--- config.mk ---
export PLATFORM = sky130hd
export DESIGN_NAME = store_fwd_buf_flat
export DESIGN_NICKNAME = d
export VERILOG_FILES = /design/src/rtl/store_fwd_buf_pkg.sv /design/src/rtl/store_fwd_buf_if.sv /design/src/rtl/store_fwd_buf_match_sel.sv /design/src/rtl/store_fwd_buf.sv /design/src/flat_wrapper.sv
export SDC_FILE = /design/constraint.sdc
export NUM_CORES = 2
export LEC_CHECK = 0
export ABC_CLOCK_PERIOD_IN_PS = 28900
export CORE_MARGIN = 2
export CORE_UTILIZATION = 45
export CTS_CLUSTER_DIAMETER = 30
export DETAILED_ROUTE_END_ITERATION = 8
export PLACE_DENSITY_LB_ADDON = 0.3
export SYNTH_ARGS = -nofsm -noshare
export SYNTH_HDL_FRONTEND = slang
export SYNTH_HIERARCHICAL = 1
export SYNTH_SLANG_ARGS = --single-unit
export TNS_END_PERCENT = 10
--- constraint.sdc ---
create_clock -name clk -period 28.9 [get_ports clk]
set_input_delay 8.67 -clock clk [delete_from_list [all_inputs] [get_ports clk]]
set_output_delay 8.67 -clock clk [all_outputs]
set_load 0.02 [all_outputs]
--- src/rtl/store_fwd_buf_pkg.sv ---
// Shared defaults, the speculation-level type and the branch-promotion table lookup.
package store_fwd_buf_pkg;
  localparam int INST_ID_BIT_DEF    = 8;
  localparam int ADDR_BIT_DEF       = 16;
  localparam int DATA_BIT_DEF       = 16;
  localparam int BUF_DEPTH_DEF      = 16;
  localparam int SPEC_DEPTH_DEF     = 4;
  localparam int SPEC_LEVEL_BIT_DEF = $clog2(SPEC_DEPTH_DEF) + 1;
  localparam int LVL_VEC_MAX        = 64;
  localparam int LVL_SLICE_MAX      = 32;

  typedef logic [SPEC_LEVEL_BIT_DEF-1:0] spec_level_t;

  // Slice `lvl` of the packed next-level table; levels past the table keep their value.
  function automatic logic [7:0] succ_level_lookup(
    input logic [LVL_VEC_MAX-1:0] tbl,
    input logic [7:0]             lvl,
    input int                     lvl_bit,
    input int                     n_slice
  );
    logic [LVL_VEC_MAX-1:0] mask;
    logic [7:0]             res;
    mask = (LVL_VEC_MAX'(1) << lvl_bit) - LVL_VEC_MAX'(1);
    res  = lvl;
    for (int s = 0; s < LVL_SLICE_MAX; s++) begin
      if (s < n_slice && lvl == 8'(s)) res = 8'((tbl >> (s * lvl_bit)) & mask);
    end
    return res;
  endfunction
endpackage

--- src/rtl/store_fwd_buf_if.sv ---
// Enqueue, commit, branch-resolution and load-forwarding signals of the store buffer.
interface store_fwd_buf_if #(
  parameter int INST_ID_BIT    = 8,
  parameter int ADDR_BIT       = 16,
  parameter int DATA_BIT       = 16,
  parameter int BUF_DEPTH      = 16,
  parameter int SPEC_DEPTH     = 4,
  parameter int SPEC_LEVEL_BIT = $clog2(SPEC_DEPTH) + 1,
  parameter int PTR_BIT        = $clog2(BUF_DEPTH)
);
  logic                                    in_vld;
  logic                                    in_rdy;
  logic [INST_ID_BIT-1:0]                  in_id;
  logic [ADDR_BIT-1:0]                     in_addr;
  logic [DATA_BIT-1:0]                     in_data;
  logic [SPEC_LEVEL_BIT-1:0]               in_spec_level;
  logic                                    out_vld;
  logic                                    out_rdy;
  logic [INST_ID_BIT-1:0]                  out_id;
  logic [ADDR_BIT-1:0]                     out_addr;
  logic [DATA_BIT-1:0]                     out_data;
  logic                                    empty;
  logic [PTR_BIT:0]                        count;
  logic                                    br_pred_vld;
  logic                                    br_pred_succ;
  logic [SPEC_LEVEL_BIT-1:0]               br_pred_fail_level;
  logic [SPEC_LEVEL_BIT*(SPEC_DEPTH+1)-1:0] br_pred_succ_nxt_levels;
  logic                                    ld_vld;
  logic [ADDR_BIT-1:0]                     ld_addr;
  logic                                    ld_hit;
  logic [DATA_BIT-1:0]                     ld_data;
  logic [INST_ID_BIT-1:0]                  ld_id;

  modport master (
    output in_vld, in_id, in_addr, in_data, in_spec_level, out_rdy,
           br_pred_vld, br_pred_succ, br_pred_fail_level, br_pred_succ_nxt_levels,
           ld_vld, ld_addr,
    input  in_rdy, out_vld, out_id, out_addr, out_data, empty, count,
           ld_hit, ld_data, ld_id
  );

  modport slave (
    input  in_vld, in_id, in_addr, in_data, in_spec_level, out_rdy,
           br_pred_vld, br_pred_succ, br_pred_fail_level, br_pred_succ_nxt_levels,
           ld_vld, ld_addr,
    output in_rdy, out_vld, out_id, out_addr, out_data, empty, count,
           ld_hit, ld_data, ld_id
  );
endinterface

--- src/rtl/store_fwd_buf_match_sel.sv ---
// Youngest-match selector: scans from wptr-1 back around the ring, first hit wins.
module sfb_match_sel #(
  parameter int BUF_DEPTH = 16,
  parameter int PTR_BIT   = $clog2(BUF_DEPTH)
) (
  input  logic [BUF_DEPTH-1:0] cmp_i,
  input  logic [PTR_BIT-1:0]   wptr_i,
  output logic                 hit_o,
  output logic [PTR_BIT-1:0]   sel_o
);
  logic [PTR_BIT-1:0] idx;

  // Walk oldest to youngest so a later (younger) match overrides an earlier one.
  always_comb begin
    hit_o = 1'b0;
    sel_o = '0;
    idx   = '0;
    for (int k = BUF_DEPTH; k >= 1; k--) begin
      idx = wptr_i - PTR_BIT'(k);
      if (cmp_i[idx]) begin
        hit_o = 1'b1;
        sel_o = idx;
      end
    end
  end
endmodule

--- src/rtl/store_fwd_buf.sv ---
// Speculative store buffer: in-order commit of non-speculative stores, branch squash/promotion, load forwarding.
module store_fwd_buf
  import store_fwd_buf_pkg::*;
#(
  parameter int INST_ID_BIT    = INST_ID_BIT_DEF,
  parameter int ADDR_BIT       = ADDR_BIT_DEF,
  parameter int DATA_BIT       = DATA_BIT_DEF,
  parameter int BUF_DEPTH      = BUF_DEPTH_DEF,
  parameter int SPEC_DEPTH     = SPEC_DEPTH_DEF,
  parameter int SPEC_LEVEL_BIT = $clog2(SPEC_DEPTH) + 1,
  parameter int PTR_BIT        = $clog2(BUF_DEPTH)
) (
  input  logic           clk,
  input  logic           rst,
  store_fwd_buf_if.slave bus
);
  logic [BUF_DEPTH-1:0]      vld_q, vld_d;
  logic [SPEC_LEVEL_BIT-1:0] lvl_q  [BUF_DEPTH];
  logic [SPEC_LEVEL_BIT-1:0] lvl_d  [BUF_DEPTH];
  logic [INST_ID_BIT-1:0]    id_q   [BUF_DEPTH];
  logic [ADDR_BIT-1:0]       addr_q [BUF_DEPTH];
  logic [DATA_BIT-1:0]       data_q [BUF_DEPTH];
  logic [PTR_BIT-1:0]        wptr_q, wptr_d, rptr_q, rptr_d;
  logic [PTR_BIT:0]          count_q, count_d;
  logic                      enq, commit, skip, deq, head_vld;
  logic [BUF_DEPTH-1:0]      ld_cmp;
  logic                      ld_any;
  logic [PTR_BIT-1:0]        ld_sel;
  logic [LVL_VEC_MAX-1:0]    lvl_tbl;

  assign head_vld     = vld_q[rptr_q];
  assign bus.in_rdy   = int'(count_q) < BUF_DEPTH;
  assign bus.out_vld  = head_vld && (lvl_q[rptr_q] == '0);
  assign bus.out_id   = id_q[rptr_q];
  assign bus.out_addr = addr_q[rptr_q];
  assign bus.out_data = data_q[rptr_q];
  assign bus.empty    = ~|vld_q;
  assign bus.count    = count_q;

  assign enq     = bus.in_vld && bus.in_rdy;
  assign commit  = bus.out_vld && bus.out_rdy;
  // Squashed slots are reclaimed here, one per cycle, once they reach the head.
  assign skip    = !head_vld && (count_q != '0);
  assign deq     = commit || skip;
  assign lvl_tbl = LVL_VEC_MAX'(bus.br_pred_succ_nxt_levels);

  always_comb begin
    vld_d = vld_q;
    for (int i = 0; i < BUF_DEPTH; i++) begin
      lvl_d[i] = lvl_q[i];
      if (bus.br_pred_vld) begin
        if (bus.br_pred_succ) begin
          if (vld_q[i]) begin
            lvl_d[i] = SPEC_LEVEL_BIT'(succ_level_lookup(lvl_tbl, 8'(lvl_q[i]),
                                                         SPEC_LEVEL_BIT, SPEC_DEPTH + 1));
          end
        end else if (lvl_q[i] >= bus.br_pred_fail_level) begin
          vld_d[i] = 1'b0;
        end
      end
      if (commit && PTR_BIT'(i) == rptr_q) vld_d[i] = 1'b0;
      if (enq && PTR_BIT'(i) == wptr_q) begin
        vld_d[i] = 1'b1;
        lvl_d[i] = bus.in_spec_level;
      end
    end
  end

  always_comb begin
    wptr_d  = wptr_q;
    rptr_d  = rptr_q;
    count_d = count_q;
    if (enq) wptr_d = wptr_q + PTR_BIT'(1);
    if (deq) rptr_d = rptr_q + PTR_BIT'(1);
    if (enq && !deq)      count_d = count_q + (PTR_BIT+1)'(1);
    else if (!enq && deq) count_d = count_q - (PTR_BIT+1)'(1);
  end

  always_ff @(posedge clk) begin
    if (rst) begin
      vld_q   <= '0;
      wptr_q  <= '0;
      rptr_q  <= '0;
      count_q <= '0;
    end else begin
      vld_q   <= vld_d;
      wptr_q  <= wptr_d;
      rptr_q  <= rptr_d;
      count_q <= count_d;
    end
  end

  always_ff @(posedge clk) begin
    if (!rst) lvl_q <= lvl_d;
    if (!rst && enq) begin
      id_q[wptr_q]   <= bus.in_id;
      addr_q[wptr_q] <= bus.in_addr;
      data_q[wptr_q] <= bus.in_data;
    end
  end

  always_comb begin
    for (int i = 0; i < BUF_DEPTH; i++) ld_cmp[i] = vld_q[i] && (addr_q[i] == bus.ld_addr);
  end

  sfb_match_sel #(
    .BUF_DEPTH (BUF_DEPTH),
    .PTR_BIT   (PTR_BIT)
  ) u_match_sel (
    .cmp_i  (ld_cmp),
    .wptr_i (wptr_q),
    .hit_o  (ld_any),
    .sel_o  (ld_sel)
  );

  assign bus.ld_hit  = bus.ld_vld && ld_any;
  assign bus.ld_data = bus.ld_hit ? data_q[ld_sel] : '0;
  assign bus.ld_id   = bus.ld_hit ? id_q[ld_sel] : '0;
endmodule

--- src/flat_wrapper.sv ---
// flat-port wrapper written by rule: the top's interface ports become plain ports
module store_fwd_buf_flat import store_fwd_buf_pkg::*;
#(
  parameter int INST_ID_BIT    = INST_ID_BIT_DEF,
  parameter int ADDR_BIT       = ADDR_BIT_DEF,
  parameter int DATA_BIT       = DATA_BIT_DEF,
  parameter int BUF_DEPTH      = BUF_DEPTH_DEF,
  parameter int SPEC_DEPTH     = SPEC_DEPTH_DEF,
  parameter int SPEC_LEVEL_BIT = $clog2(SPEC_DEPTH) + 1,
  parameter int PTR_BIT        = $clog2(BUF_DEPTH)
)
  (clk, rst, bus_in_vld, bus_in_id, bus_in_addr, bus_in_data, bus_in_spec_level, bus_out_rdy, bus_br_pred_vld, bus_br_pred_succ, bus_br_pred_fail_level, bus_br_pred_succ_nxt_levels, bus_ld_vld, bus_ld_addr, bus_in_rdy, bus_out_vld, bus_out_id, bus_out_addr, bus_out_data, bus_empty, bus_count, bus_ld_hit, bus_ld_data, bus_ld_id);
  store_fwd_buf_if #(.INST_ID_BIT(INST_ID_BIT), .ADDR_BIT(ADDR_BIT), .DATA_BIT(DATA_BIT), .BUF_DEPTH(BUF_DEPTH), .SPEC_DEPTH(SPEC_DEPTH), .SPEC_LEVEL_BIT(SPEC_LEVEL_BIT), .PTR_BIT(PTR_BIT)) bus_i ();
  input  logic clk;
  input  logic rst;
  input wire logic [$bits(bus_i.in_vld)-1:0] bus_in_vld;
  input wire logic [$bits(bus_i.in_id)-1:0] bus_in_id;
  input wire logic [$bits(bus_i.in_addr)-1:0] bus_in_addr;
  input wire logic [$bits(bus_i.in_data)-1:0] bus_in_data;
  input wire logic [$bits(bus_i.in_spec_level)-1:0] bus_in_spec_level;
  input wire logic [$bits(bus_i.out_rdy)-1:0] bus_out_rdy;
  input wire logic [$bits(bus_i.br_pred_vld)-1:0] bus_br_pred_vld;
  input wire logic [$bits(bus_i.br_pred_succ)-1:0] bus_br_pred_succ;
  input wire logic [$bits(bus_i.br_pred_fail_level)-1:0] bus_br_pred_fail_level;
  input wire logic [$bits(bus_i.br_pred_succ_nxt_levels)-1:0] bus_br_pred_succ_nxt_levels;
  input wire logic [$bits(bus_i.ld_vld)-1:0] bus_ld_vld;
  input wire logic [$bits(bus_i.ld_addr)-1:0] bus_ld_addr;
  output wire logic [$bits(bus_i.in_rdy)-1:0] bus_in_rdy;
  output wire logic [$bits(bus_i.out_vld)-1:0] bus_out_vld;
  output wire logic [$bits(bus_i.out_id)-1:0] bus_out_id;
  output wire logic [$bits(bus_i.out_addr)-1:0] bus_out_addr;
  output wire logic [$bits(bus_i.out_data)-1:0] bus_out_data;
  output wire logic [$bits(bus_i.empty)-1:0] bus_empty;
  output wire logic [$bits(bus_i.count)-1:0] bus_count;
  output wire logic [$bits(bus_i.ld_hit)-1:0] bus_ld_hit;
  output wire logic [$bits(bus_i.ld_data)-1:0] bus_ld_data;
  output wire logic [$bits(bus_i.ld_id)-1:0] bus_ld_id;
  assign bus_i.in_vld = bus_in_vld;
  assign bus_i.in_id = bus_in_id;
  assign bus_i.in_addr = bus_in_addr;
  assign bus_i.in_data = bus_in_data;
  assign bus_i.in_spec_level = bus_in_spec_level;
  assign bus_i.out_rdy = bus_out_rdy;
  assign bus_i.br_pred_vld = bus_br_pred_vld;
  assign bus_i.br_pred_succ = bus_br_pred_succ;
  assign bus_i.br_pred_fail_level = bus_br_pred_fail_level;
  assign bus_i.br_pred_succ_nxt_levels = bus_br_pred_succ_nxt_levels;
  assign bus_i.ld_vld = bus_ld_vld;
  assign bus_i.ld_addr = bus_ld_addr;
  assign bus_in_rdy = bus_i.in_rdy;
  assign bus_out_vld = bus_i.out_vld;
  assign bus_out_id = bus_i.out_id;
  assign bus_out_addr = bus_i.out_addr;
  assign bus_out_data = bus_i.out_data;
  assign bus_empty = bus_i.empty;
  assign bus_count = bus_i.count;
  assign bus_ld_hit = bus_i.ld_hit;
  assign bus_ld_data = bus_i.ld_data;
  assign bus_ld_id = bus_i.ld_id;
  store_fwd_buf #(.INST_ID_BIT(INST_ID_BIT), .ADDR_BIT(ADDR_BIT), .DATA_BIT(DATA_BIT), .BUF_DEPTH(BUF_DEPTH), .SPEC_DEPTH(SPEC_DEPTH), .SPEC_LEVEL_BIT(SPEC_LEVEL_BIT), .PTR_BIT(PTR_BIT)) u_core (.clk(clk), .rst(rst), .bus(bus_i));
endmodule
; ---- Yosys cells after proc, flatten, opt, wreduce, memory -nomap -nowiden
; Memories as Yosys holds them, arrays and structs flattened. A register that Yosys moved wholly into a read port is not among the register bits.
; Cells that the tools add are included.
; Widths: inputs -> output; s select.
[totals]
regBits = 77
ramBits = 640
elab_cells = 737
mem_count = 3
[op_classes]
reduce_logical = 212
n_lt_le_gt_ge = 35
bitwise = 2
n_addsub = 19
n_mux = 305
eq_ne = 126
[memory_table]
columns = name, depth, width, read_ports, rd_clocked_by_memory_dff, wr, line_no
row1 = u_core.addr_q, 16, 16, 17, 1, 1, store_fwd_buf.sv:21  ; logic [ADDR_BIT-1:0] addr_q [BUF_DEPTH];
row2 = u_core.data_q, 16, 16, 2, 1, 1, store_fwd_buf.sv:22  ; logic [DATA_BIT-1:0] data_q [BUF_DEPTH];
row3 = u_core.id_q, 16, 8, 2, 1, 1, store_fwd_buf.sv:20  ; logic [INST_ID_BIT-1:0] id_q [BUF_DEPTH];
[op_table]
columns = cell, n
row1 = $mux 3, 146
row2 = $eq 16x16->1, 16
row3 = $mux 1, 115
row4 = $reduce_bool 2->1, 49
row5 = $eq 3x2->1 const B, 32
row6 = $reduce_bool 3->1, 32
row7 = $reduce_bool 6->1, 16
row8 = $mux 4, 22
row9 = $lt 4x5->1 const B, 17
row10 = $reduce_and 5->1, 16
row11 = $bmux 1 s4, 17
row12 = $eq 4x4->1 const A, 16
row13 = $logic_and 1x1->1, 56
row14 = $logic_not 3->1, 17
row15 = $eq 3x1->1 const B, 16
row16 = $eq 3x3->1 const B, 16
row17 = $ge 3x3->1, 16
row18 = $ne 3x1->1 const B, 16
row19 = $reduce_and 3->1, 16
row20 = $eq 3x4->1 const A, 8
row21 = $sub 4x4->4 const B, 8
row22 = $eq 2x4->1 const A, 4
row23 = $mux 16, 1
row24 = $reduce_or 16->1, 1
row25 = other kinds (18), 30

; ---- Logic depth before layout (Yosys ltp)
; An unclocked memory read counts as a cell.
[depth]
ltp_word = 23
ltp_mapped = 20
mapped_depth_nobuf = 15

; ---- By module
; The synthesis kept the hierarchy.
[by_module_without_submodules]
columns = mod, area_per_inst_um2, instances, cells_each
row1 = store_fwd_buf, 38345.5, 1, 2516
row2 = sfb_match_sel, 2331.0, 1, 262

; ---- Worst setup path before layout
; Ideal clock, no wire load.
[synth_timing]
path_kind = input -> output
start = input bus_ld_addr[14]
end = output bus_ld_data[0]
cell_stages = 20
t_required_ps = 20230
path_slack_ps = 6382
t_arrival_ps = 13848
cell_sequence = clkbuf_1 > clkbuf_1 > xor2_1 > nor4_1 > nand4_1 > nor4_1 > mux2i_1 > a22o_1 > or3_4 > a21oi_2 > a221oi_2 > a2111oi_4 > nand3_1 > a31oi_1 > clkbuf_1 > clkbuf_1 > clkbuf_1 > mux4_2 > mux4_2 > and2_1
[synth_between]
elab_chain_len = 22
word_cells_on_any_way = 99
[synth_lines]
columns = item, line_no
row1 = "start, declared", flat_wrapper.sv:27  ; input wire logic [$bits(bus_i.ld_addr)-1:0] bus_ld_addr;
row2 = $eq 16x16->1 (*), store_fwd_buf.sv:103  ; for (int i = 0; i < BUF_DEPTH; i++) ld_cmp[i] = vld_q[i] && (addr_q[i] == bus.ld_addr);
row3 = $logic_and 1x1->1 (*), store_fwd_buf.sv:103
row4 = via u_core.ld_cmp[15], store_fwd_buf.sv:26  ; logic [BUF_DEPTH-1:0] ld_cmp;
row5 = $bmux 1 s4, store_fwd_buf_match_sel.sv:20  ; if (cmp_i[idx]) begin
row6 = $mux 1 (implied by the code), store_fwd_buf_match_sel.sv:20
row7 = $mux 4 (15 in a row), store_fwd_buf_match_sel.sv:20
row8 = $mux 4 (*), store_fwd_buf_match_sel.sv:20
row9 = via u_core.ld_sel[1], store_fwd_buf.sv:28  ; logic [PTR_BIT-1:0] ld_sel;
row10 = $mem_v2 16x16 (*), -
row11 = $mux 16 (*), store_fwd_buf.sv:117  ; assign bus.ld_data = bus.ld_hit ? data_q[ld_sel] : '0;
row12 = "end, declared", flat_wrapper.sv:36  ; output wire logic [$bits(bus_i.ld_data)-1:0] bus_ld_data;
; The timed path passes the listed nets; every way through them passes the cells marked *. The select of a mux whose other input is x is not followed.

; ---- Worst setup path in the final report
[layout_timing]
start = input bus_ld_addr[14]
end = output bus_ld_data[10]
; Same word-level chain as after synthesis.

==> run summary <==
filler cell count - 7,095
nets@finish - 3,073
Worst Path Required - 20.23 ns
Layout Skew - 0.0359 ns
DR iter-0 viols - 3,732
P&R area growth vs syn - 19.8%
Cell Area, Synth - 0.0407 mm^2
row count - 110
setup TNS - 0 ns
DRC viols - 0
max_slew headroom - 3.26%
die width - 305 um
Leakage - 15.6 nW
Yosys top cell by area - edfxtp_1
Post-Synthesis Cells - 2,778
EDFF count, synth - 688
Distinct cells, synth - 92
post-synth top area share - 50.8%
Worst Hold Class - flop to flop
H-Tree Depth - 4
via count - 28,300
CP Launch Type - primary input
endpoints failing setup - 0
Final HPWL DP - 80,700 um
core area - 0.0897 mm^2
internal power - 0.00285 W
Synth Flop Type - edfxtp_1
die area - 0.0928 mm^2
sequential share of power - 30.4%
RSZ-0062 raised after global routing - no
max_cap viols - 0
Pwr Density - 82.2 mW/mm^2
CTS root buf - clkbuf_16
share of layout cells above drive strength 1 - 25.0%
cell area after layout - 0.0487 mm^2
CTS clk-pin slew, worst paths - 0.04 ns
post-cts hold buffer count - 0
WL/cell - 31.2 um
first-pass GRT wire length - 193,000 um
WL final - 132,000 um
CP Max Fanout - 76
pin slew with the least headroom to its limit - 1.44 ns
kind of critical path - primary input to output port
Final ANT Viol Nets - 0
register area - 0.0213 mm^2
pin count of the biggest net entering global routing - 93
Arrival @ worst endpoint - 17.32 ns
crit end category - output port
routed vias/inst - 6.68
max-slew violation count - 0
Switching Power - 0.00116 W
IR Drop Worst-Case VDD - 0.0000609 V
Post-CTS Setup Bufs - 0
Final Hold Vio Count - 0
outcome - finished clean
Cells on Worst Hold Path - 2
initial core utilization - 45.3%
CTS tree - built
GPL Wtd Cong - 1.00
Bufs on Longest Clock Path - 3
yosys warns - 6
number of global-route vias before repair - 28,200
die span in y - 305 um
FF+latch count, synth - 721
post_cts resized - 0
asr flop ratio synth - 0%
initial antenna violation count - 8
area of the multi-input gates - 0.0183 mm^2
Initial DRT Pass Iterations - 6
Clk pwr share - 44.9%
grt total ovfl - 0
Clk Latency, worst-skew pair - 0.75 ns
IO Count - 157
Sink Count - 721
mean post-synth cell area - 14.6 um^2
Final Cycle Share - 89.9%
CTS Buf Count - 155
Net Sw Frac - 28.9%
post-synthesis sequential area ratio - 52.4%
Fmax - 38.5 MHz
Comb pwr share - 24.7%
synth top area cells - edfxtp_1, mux4_2, xnor2_1
Mapped Nets - 2,930
Placement Cell Area - 0.0433 mm^2
Port-buffer cells - 156
R2R depth - 14
minimum clock period - 25.99 ns
total track usage - 28.3%
state kept, by name, indices dropped and copies added, names as in the netlist, named ones only:
register,flops
u_core/data_q,256
u_core/bus.count,5
u_core/lvl_q,48
u_core/rptr_q,4
u_core/vld_q,16
u_core/addr_q,256
u_core/id_q,128
u_core/wptr_q,4
path summary, 6_finish.rpt:
path | startpoint | to | slack, ns
max | bus_ld_addr[14] | bus_ld_data[10] | 2.91
min | u_core/bus.count[2] | u_core/bus.count[2] | 0.56
max reg2reg | u_core/rptr_q[0] | u_core/bus.count[4] | 24.81
min reg2reg | u_core/bus.count[2] | u_core/bus.count[2] | 0.56
routing by layer:
metal / track usage [%] / wire length [um]
met3: 5.49 / 12900
met1: 37.9 / 50500
met5: 0 / 57
met4: 13.3 / 6490
met2: 44.9 / 62100
area by class of cell:
type	count	area share, %
sequential	721	43.8
antenna	3	0.0154
timing repair buffer	207	4.01
clock buffer	179	8.29
inverter	62	0.483
tap	1176	3.02
clock inverter	111	2.82
multi-input combinational	1774	37.6
through the flow:
stage / worst slack, ns / power [W] / hold slack, ns / instances / util (%)
floorplan: 6.38 / 0.00191 / 0.496 / 2778 / -
global placement: 2.76 / 0.00221 / 0.535 / 3940 / 48.3
detailed placement: 2.62 / 0.00223 / 0.552 / 3940 / 48.3
CTS: 2.59 / 0.00403 / 0.561 / 4230 / 54.3
global route: 2.67 / 0.00414 / 0.590 / 4231 / 54.3
finish: 2.91 / 0.00401 / 0.558 / 4233 / 54.3
power groups by stage:
stage | logic (W) | registers (W) | clock network [W]
after floorplan | 0.000711 | 0.00120 | 0
after global placement | 0.000976 | 0.00124 | 0
after detailed placement | 0.000989 | 0.00124 | 0
after CTS | 0.000995 | 0.00122 | 0.00182
after global routing | 0.00104 | 0.00122 | 0.00187
final | 0.000990 | 0.00122 | 0.00180
cells in the mapped netlist (13+ instances only):
library cell  number
a21o_1            21
a21oi_1           92
a221oi_1          17
a22o_1            13
a31o_2            17
a31oi_1           33
and2_1            30
buf_1             30
buf_2             22
clkbuf_1         149
dfxtp_1           33
edfxtp_1         688
ha_1              67
inv_1             59
mux2_2            31
mux2i_1           51
mux4_2           353
nand2_1           79
nand2b_1          39
nand3_1           27
nand4_1           57
nor2_1           159
nor2b_1           33
nor3_1            19
nor4_1            47
o211ai_1          14
o21a_1            16
o21ai_0           92
o221ai_1          15
o22ai_1           26
xnor2_1          202
xor2_1            70
kinds of logic (layout without fill, tap and decap cells):
group                      Yosys count  after routing  synth area share [%]
muxes                              443            443                  22.0
and+or+nand+nor                    532            532                  6.69
AOI/OAI and AO/OA                  454            454                  7.70
adders and majority gates           68             68                  2.11
xor gates and xnor gates           277            277                  6.06
other                                0              3                     0
buffers and inverters              283            559                  2.99
DFF                                721            721                  52.4
critical path: stages:
cell and delay, ns:
clkdlybuf4s50_1 1.11, xor2_1 0.36, nor4_1 0.38, nand4_1 0.22, nor4_1 1.19, mux4_2 0.60, mux2i_1 0.19, mux2_2 0.35
nand4_1 0.14, a221oi_2 0.06, a2111oi_4 0.35, nand3_1 0.16, a31oi_4 0.78, buf_4 0.98, mux4_2 0.43, mux4_2 0.45
and2_1 0.21, clkdlybuf4s50_1 0.56
layout by cell type (no fill, tap or decap), types with 30 or more instances in the layout:
master           instances
nand2b_1                39
nand4_1                 57
mux4_2                 353
nor4_1                  45
edfxtp_1               688
xnor2_1                202
clkbuf_16              157
nor2b_1                 32
xor2_1                  70
mux2_2                  31
ha_1                    67
o21ai_0                 92
and2_1                  30
mux2i_1                 51
inv_1                   59
nor2_1                 142
nand2_1                 79
a31oi_1                 31
clkdlybuf4s50_1        155
buf_4                   51
a21oi_1                 91
(Power assumes the default switching activity.)
